## config.mk

```make
export PLATFORM = sky130hd
export DESIGN_NAME = mem_stage_flat
export DESIGN_NICKNAME = d
export VERILOG_FILES = /design/src/rtl/mem_stage_if.sv /design/src/rtl/mem_stage.sv /design/src/flat_wrapper.sv
export SDC_FILE = /design/constraint.sdc
export NUM_CORES = 1
export LEC_CHECK = 0
export CAP_MARGIN = 20
export CORE_MARGIN = 1.5
export CORE_UTILIZATION = 42
export DETAILED_ROUTE_END_ITERATION = 8
export PLACE_DENSITY = 0.81
export SKIP_LAST_GASP = 1
export SYNTH_ARGS = -nofsm -noshare
export SYNTH_HDL_FRONTEND = slang
export SYNTH_SLANG_ARGS = --single-unit
```

## constraint.sdc

```tcl
create_clock -name clk -period 2.05 [get_ports clk]
set_clock_uncertainty 0.05 [all_clocks]
set_input_delay 0.3075 -clock clk [delete_from_list [all_inputs] [get_ports clk]]
set_output_delay 0.3075 -clock clk [all_outputs]
set_load 0.02 [all_outputs]
```

## src/rtl/mem_stage_if.sv

```systemverilog
// mem_stage_if: bundles the MEM-stage handshake and data buses.
//   exe_to_mem_valid/exe_to_mem_bus : instruction from EXE (74-bit bus)
//   mem_allowin                     : MEM can accept this cycle
//   data_sram_rdata                 : synchronous SRAM read data
//   wb_allowin                      : WB can accept
//   mem_to_wb_valid/mem_to_wb_bus   : completed instruction to WB (70-bit bus)
//   gr_we_mem/dest_mem/mem_fwd_data : bypass info for decode
// master = surrounding pipeline / bench, slave = mem_stage.
interface mem_stage_if;
  logic        exe_to_mem_valid;
  logic [73:0] exe_to_mem_bus;
  logic        mem_allowin;
  logic [31:0] data_sram_rdata;
  logic        wb_allowin;
  logic        mem_to_wb_valid;
  logic [69:0] mem_to_wb_bus;
  logic        gr_we_mem;
  logic [4:0]  dest_mem;
  logic [31:0] mem_fwd_data;

  modport master (
    output exe_to_mem_valid, exe_to_mem_bus, data_sram_rdata, wb_allowin,
    input  mem_allowin, mem_to_wb_valid, mem_to_wb_bus, gr_we_mem, dest_mem, mem_fwd_data
  );

  modport slave (
    input  exe_to_mem_valid, exe_to_mem_bus, data_sram_rdata, wb_allowin,
    output mem_allowin, mem_to_wb_valid, mem_to_wb_bus, gr_we_mem, dest_mem, mem_fwd_data
  );
endinterface

```

## src/rtl/mem_stage.sv

```systemverilog
// mem_stage: memory-access pipeline stage.
//   clk, resetn : clock and asynchronous active-low reset
//   mem_if      : mem_stage_if.slave (EXE input, WB output, SRAM read data, bypass)
// Holds one instruction, extends load data by mem_op and forwards the result to WB.
// SRAM data is live only in the first occupancy cycle; a stall buffers it.
module mem_stage (
  input  logic        clk,
  input  logic        resetn,
  mem_stage_if.slave  mem_if
);

  logic        r_mem_valid;
  logic [73:0] r_bus;
  logic        r_held;
  logic [31:0] r_rdata_buf;

  logic        w_allowin;
  logic        w_accept;
  logic [2:0]  w_mem_op;
  logic        w_res_from_mem;
  logic        w_gr_we;
  logic [4:0]  w_dest;
  logic [31:0] w_alu_result;
  logic [31:0] w_pc;
  logic [31:0] w_raw;
  logic [7:0]  w_byte;
  logic [15:0] w_half;
  logic [31:0] w_load;
  logic [31:0] w_final;

  assign w_allowin = !r_mem_valid || mem_if.wb_allowin;
  assign w_accept  = mem_if.exe_to_mem_valid && w_allowin;

  assign {w_mem_op, w_res_from_mem, w_gr_we, w_dest, w_alu_result, w_pc} = r_bus;

  always_ff @(posedge clk or negedge resetn) begin
    if (!resetn) begin
      r_mem_valid <= 1'b0;
      r_bus       <= '0;
      r_held      <= 1'b0;
      r_rdata_buf <= '0;
    end else begin
      if (w_allowin) begin
        r_mem_valid <= mem_if.exe_to_mem_valid;
      end
      if (w_accept) begin
        r_bus  <= mem_if.exe_to_mem_bus;
        r_held <= 1'b0;
      end else if (r_mem_valid && !mem_if.wb_allowin && !r_held) begin
        // First stalled cycle: the SRAM output will not stay put, so capture it now.
        r_rdata_buf <= mem_if.data_sram_rdata;
        r_held      <= 1'b1;
      end
    end
  end

  assign w_raw = r_held ? r_rdata_buf : mem_if.data_sram_rdata;

  always_comb begin
    w_byte = w_raw[7:0];
    unique case (w_alu_result[1:0])
      2'b00: w_byte = w_raw[7:0];
      2'b01: w_byte = w_raw[15:8];
      2'b10: w_byte = w_raw[23:16];
      2'b11: w_byte = w_raw[31:24];
      default: w_byte = w_raw[7:0];
    endcase
  end

  // Halfword alignment ignores address bit 0.
  assign w_half = w_alu_result[1] ? w_raw[31:16] : w_raw[15:0];

  always_comb begin
    w_load = w_raw;
    case (w_mem_op)
      3'b001:  w_load = {{24{w_byte[7]}}, w_byte};
      3'b010:  w_load = {24'b0, w_byte};
      3'b011:  w_load = {{16{w_half[15]}}, w_half};
      3'b100:  w_load = {16'b0, w_half};
      default: w_load = w_raw;
    endcase
  end

  assign w_final = w_res_from_mem ? w_load : w_alu_result;

  assign mem_if.mem_allowin     = w_allowin;
  assign mem_if.mem_to_wb_valid = r_mem_valid;
  assign mem_if.mem_to_wb_bus   = {w_gr_we, w_dest, w_final, w_pc};
  assign mem_if.gr_we_mem       = r_mem_valid & w_gr_we;
  assign mem_if.dest_mem        = r_mem_valid ? w_dest : 5'b0;
  assign mem_if.mem_fwd_data    = w_final;

endmodule

```

## src/flat_wrapper.sv

```systemverilog
// flat-port wrapper written by rule: the top's interface ports become plain ports
module mem_stage_flat 
  (clk, resetn, mem_if_exe_to_mem_valid, mem_if_exe_to_mem_bus, mem_if_data_sram_rdata, mem_if_wb_allowin, mem_if_mem_allowin, mem_if_mem_to_wb_valid, mem_if_mem_to_wb_bus, mem_if_gr_we_mem, mem_if_dest_mem, mem_if_mem_fwd_data);
  mem_stage_if mem_if_i ();
  input  logic clk;
  input  logic resetn;
  input wire logic [$bits(mem_if_i.exe_to_mem_valid)-1:0] mem_if_exe_to_mem_valid;
  input wire logic [$bits(mem_if_i.exe_to_mem_bus)-1:0] mem_if_exe_to_mem_bus;
  input wire logic [$bits(mem_if_i.data_sram_rdata)-1:0] mem_if_data_sram_rdata;
  input wire logic [$bits(mem_if_i.wb_allowin)-1:0] mem_if_wb_allowin;
  output wire logic [$bits(mem_if_i.mem_allowin)-1:0] mem_if_mem_allowin;
  output wire logic [$bits(mem_if_i.mem_to_wb_valid)-1:0] mem_if_mem_to_wb_valid;
  output wire logic [$bits(mem_if_i.mem_to_wb_bus)-1:0] mem_if_mem_to_wb_bus;
  output wire logic [$bits(mem_if_i.gr_we_mem)-1:0] mem_if_gr_we_mem;
  output wire logic [$bits(mem_if_i.dest_mem)-1:0] mem_if_dest_mem;
  output wire logic [$bits(mem_if_i.mem_fwd_data)-1:0] mem_if_mem_fwd_data;
  assign mem_if_i.exe_to_mem_valid = mem_if_exe_to_mem_valid;
  assign mem_if_i.exe_to_mem_bus = mem_if_exe_to_mem_bus;
  assign mem_if_i.data_sram_rdata = mem_if_data_sram_rdata;
  assign mem_if_i.wb_allowin = mem_if_wb_allowin;
  assign mem_if_mem_allowin = mem_if_i.mem_allowin;
  assign mem_if_mem_to_wb_valid = mem_if_i.mem_to_wb_valid;
  assign mem_if_mem_to_wb_bus = mem_if_i.mem_to_wb_bus;
  assign mem_if_gr_we_mem = mem_if_i.gr_we_mem;
  assign mem_if_dest_mem = mem_if_i.dest_mem;
  assign mem_if_mem_fwd_data = mem_if_i.mem_fwd_data;
  mem_stage u_core (.clk(clk), .resetn(resetn), .mem_if(mem_if_i));
endmodule
```

After elaboration in Yosys (flattened, before gate mapping). Cells that the tools add are included.

Register bits: 108. Input port bits: 110. Output and inout bits: 110. Word-level logic and storage cells: 31.

Eq/ne operators: 7. Multiplexer cells: 8. Bitwise gates (word level): 2. Reduce and logical (&&, ||, !) cells: 10.

Operators by type and width (count): 32-bit case mux with 4 select lines (1); 32-bit 2-to-1 mux (2); 8-bit case mux with 4 select lines (1); 16-bit 2-to-1 mux (1); 3-bit by 2-bit equality test with 1-bit output (second input constant) (2); 5-bit 2-to-1 mux (1); 2-bit equality test (second input constant) (2); 3-bit by 1-bit equality test with 1-bit output (second input constant) (1); 3-bit equality test (second input constant) (1); 1-bit logical AND (3); 1-bit logical NOT (3); 2-bit by 1-bit equality test with 1-bit output (second input constant) (1); 2-bit logical NOT (1); 1-bit 2-to-1 mux (2); 2-bit AND reduction (1); 2-bit nonzero test (1); 1-bit AND (1); 1-bit logical OR (1); 1-bit NOT (1).

Depth between registers and ports, before layout.
Depth in word-level cells: 5. Mapped depth: 9. Mapped depth without buffers: 5.

Worst setup path after synthesis. OpenSTA, ideal clock, no wires.

Path type: register to output. From: register u_core.r_held. To: output mem_if_mem_to_wb_bus[38]. Arrival time: 1913 ps. Path slack: -220 ps. Stages on the path, launching flop included: 10. Path through: dfrtp_1 > buf_6 > buf_6 > buf_6 > mux2_2 > nor2_1 > a211oi_1 > nor3_1 > o2bb2ai_1 > buf_4.

Cells in the longest elaborated chain, start to end: 4. Elaborated cells on any way between the ends: 5.

RTL lines: start, declared (RTL line mem_stage.sv:14) `logic r_held;`; start signal, assigned (RTL line mem_stage.sv:40) `r_held <= 1'b0;`; start signal, assigned (RTL line mem_stage.sv:48) `r_held <= 1'b0;`; start signal, assigned (RTL line mem_stage.sv:52) `r_held <= 1'b1;`; 32-bit 2-to-1 mux (*) (RTL line mem_stage.sv:57) `assign w_raw = r_held ? r_rdata_buf : mem_if.data_sram_rdata;`; 8-bit case mux with 4 select lines / 16-bit 2-to-1 mux (equally long branches) (RTL line mem_stage.sv:61, mem_stage.sv:71); 32-bit case mux with 4 select lines (*) (RTL line mem_stage.sv:75) `case (w_mem_op)`; 32-bit 2-to-1 mux (*) (RTL line mem_stage.sv:84) `assign w_final = w_res_from_mem ? w_load : w_alu_result;`; end, declared (RTL line flat_wrapper.sv:13) `output wire logic [$bits(mem_if_i.mem_to_wb_bus)-1:0] mem_if_mem_to_wb_bus;`.

Mark *: on every way between the ends. The rest lies on a longest branch, timed or not.

Worst setup path in the final report.
From: register u_core.r_held. To: output mem_if_mem_to_wb_bus[50].

The elaborated chain is that of the path after synthesis.

==> reports/summary.txt <==
Number of clock sinks = 108
Routability cong. = 0.882
Critical R2R Launch = u_core.r_held
Largest net degree at the start of global routing = 42
Detailed Route Iter0 Violations = 238
Vias in the first global route = 5578
Synthesized cell area = 6280 um^2
# H-tree levels = 3
GRT Util Overall = 24.0%
Worst Setup End Kind = output port
Hold Path Class = input port to asynchronous set/reset pin
Kind of critical path = flip-flop to output port
Final period utilization = 133%
Worst skew pair latency = 350 ps
Chip Width = 125 um
Die Height = 125 um
Post-route cell area = 9200 um^2
Least-Margin Pin Slew = 497 ps
Cells after Synth = 524
# placed instances = 904
Violated checks = negative setup slack
WHS = 405 ps
#FFs+latches synth = 108
Synth top area cells = dfrtp_1 43%, mux2_2 21%, buf_4 8.5%
Worst setup margin = -686 ps
Crit path largest cell delay = 600 ps
Initial antenna violation count = 1
CTS tree = yes
Pre-CTS WS = -1170 ps
Util after Layout = 63.1%
Slowest CP cell = mux4_2
FP Rows = 44
Clk root buf = clkbuf_16
Hpwl dp = 13900 um
Total CTS buffers = 9
Pleak = 3.90 nW
Yosys top cell area share = 43.0%
Share of post-route cells with drive strength above 1 = 48.5%
Fin cells = 940
CP cell instances = mux4_2, mux2i_4, o31ai_4, buf_12, buf_4, o22a_2, buf_2
RSZ-0062 raised after global routing = true
Top FF cell, synth = dfrtp_1
Crit-path max FO = 15
Final #Nets = 860
Post-route ant nets = 0
Pwr dens = 962 nW/um^2
# DRC = 0
Max Clk Rate = 0.366 GHz
First-pass GRT wire length = 29500 um
Final hold violation count = 0
Critical Path AT = 2380 ps
P&R area growth vs syn = 46.4%
Slew Limit Headroom = 66.9%
Cell taking the most area after synthesis = dfrtp_1
Setup TNS = -37900 ps
Vias = 5044
Longest Clk Path Bufs = 2
Worst IR Drop VDD = 0.506 mV
Async set-reset flop share out of synthesis = 100%
Clock transition at path regs = 70 ps
Critical Path RT = 1690 ps
Critical Path Source Type = flip-flop
Synthesis Warnings = 0
Max Cap Viol = 0
Synthesized Nets = 634
Die area = 15700 um^2
Tmin final = 2740 ps
DRT Wirelength = 18700 um
Yosys cell types = 43
Max Slew Vio Count = 0
I/O pins = 220
CP startpoint = u_core.r_held
Number of synthesized flops with an enable pin = 0
Final Setup Violations = 64
Port buffer count = 219
Initial core utilization = 43.1%
GR Overflow Total = 0
Routed len/inst = 19.9 um
Tot Pwr = 8.85 mW
Initial DRT Pass Iterations = 4
Via density = 5.37
Syn Area/Cell = 12.0 um^2
Outcome = finished with violations
Core area = 14600 um^2
Placed Area = 8780 um^2
Seq/Total Area, Yosys = 43.0%
==> registers in the layout, indices dropped and copies added, names as in the netlist <==
register / cells
u_core.mem_if.mem_to_wb_valid: 1
u_core.r_held: 1
u_core.r_rdata_buf: 32
u_core.r_bus: 74
==> placed cells by master (no fill, tap or decap), types with 4 or more instances in the layout <==
cell type          n
a21oi_1           10
and2_1             8
buf_12             9
buf_2             27
buf_4            112
buf_6             12
clkbuf_16          9
clkdlybuf4s50_1  154
dfrtp_1          106
inv_1              6
mux2_2           116
mux2i_1           19
mux4_2            14
nand2_1           10
nand2b_1           4
nand3_1            6
nor2_1            30
o21ai_0            8
o22a_2            20
o22a_4             4
o2bb2ai_1          5
o2bb2ai_2          5
==> cell type report <==
| cell class | instances | area (um^2) |
|---|---|---|
| Timing Repair Buffer | 320 | 2890 |
| Tap cell | 184 | 230 |
| Fill cell | 1090 | 5390 |
| Clock inverter | 6 | 70.1 |
| Multi-Input combinational cell | 303 | 3030 |
| Inverter | 8 | 30.0 |
| Antenna cell | 1 | 2.50 |
| Clock buffer | 10 | 239 |
| Sequential cell | 108 | 2710 |
==> kinds of logic (layout without fill, tap and decap cells) <==
group	after synthesis	after routing	synth area share, %
simple gates	69	69	4.94
buf+inv	113	344	11.9
compound gates	77	77	9.76
flops	108	108	43.0
xor+xnor	1	1	0.139
fa+ha+maj	1	1	0.159
other cells	0	1	0
mux	155	155	30.1
==> worst max-delay path: cells and delay by family (launching register included) <==
| family | cells | cell delay, ps |
|---|---|---|
| multiplexers | 2 | 800 |
| flip-flops | 1 | 470 |
| buffers and inverters | 3 | 460 |
| AO/OA/AOI/OAI | 2 | 290 |
==> repair_timing <==
action / CTS / global route
gates cloned: 0 / 0
endpoints found under the setup margin: 64 / 64
endpoints found under the hold margin: 33 / 0
gates resized for setup: 293 / 32
hold buffers: 1 / 0
buffers inserted: 17 / 2
pin swaps: 5 / 1
==> worst paths after layout <==
path	end	slack, ps	cells past startpoint
setup / recovery	mem_if_mem_to_wb_bus[50]	-690	7
hold / removal	u_core.r_bus[64]	400	2
setup reg to reg	u_core.r_rdata_buf[9]	310	5
hold reg to reg	u_core.r_bus[25]	460	1
max in group asynchronous	u_core.r_bus[38]	950	3
min in group clk	u_core.r_bus[25]	460	1
==> layer usage <==
metal  share of wire [%]  GRT usage, %  up-vias
li1                    -             -     2280
met1                  39          28.8     2513
met2                  51          41.1      215
met3                 7.0          6.72       36
met4                 2.7          9.09        0
met5                   0             0        -
==> cell usage after synthesis (2+ instances only) <==
cell type and n:
a211oi_1 3, a21oi_1 14, and2_1 8, buf_2 17
buf_4 71, buf_6 5, clkbuf_1 11, dfrtp_1 108
inv_1 6, mux2_2 116, mux2i_1 23, mux4_2 14
nand2_1 12, nand2b_1 4, nand3_1 6, nor2_1 32
nor3_1 5, o211ai_1 2, o21ai_0 8, o22a_1 24
o22ai_1 3, o2bb2ai_1 10, o32a_1 2
==> power by group <==
group / internal (mW) / total, mW / switching (mW)
Clock: 0.993 / 1.81 / 0.821
Combinational: 2.18 / 4.29 / 2.11
Sequential: 2.50 / 2.75 / 0.247
Total: 5.67 / 8.85 / 3.18
Power figures use the tool's default switching activity.
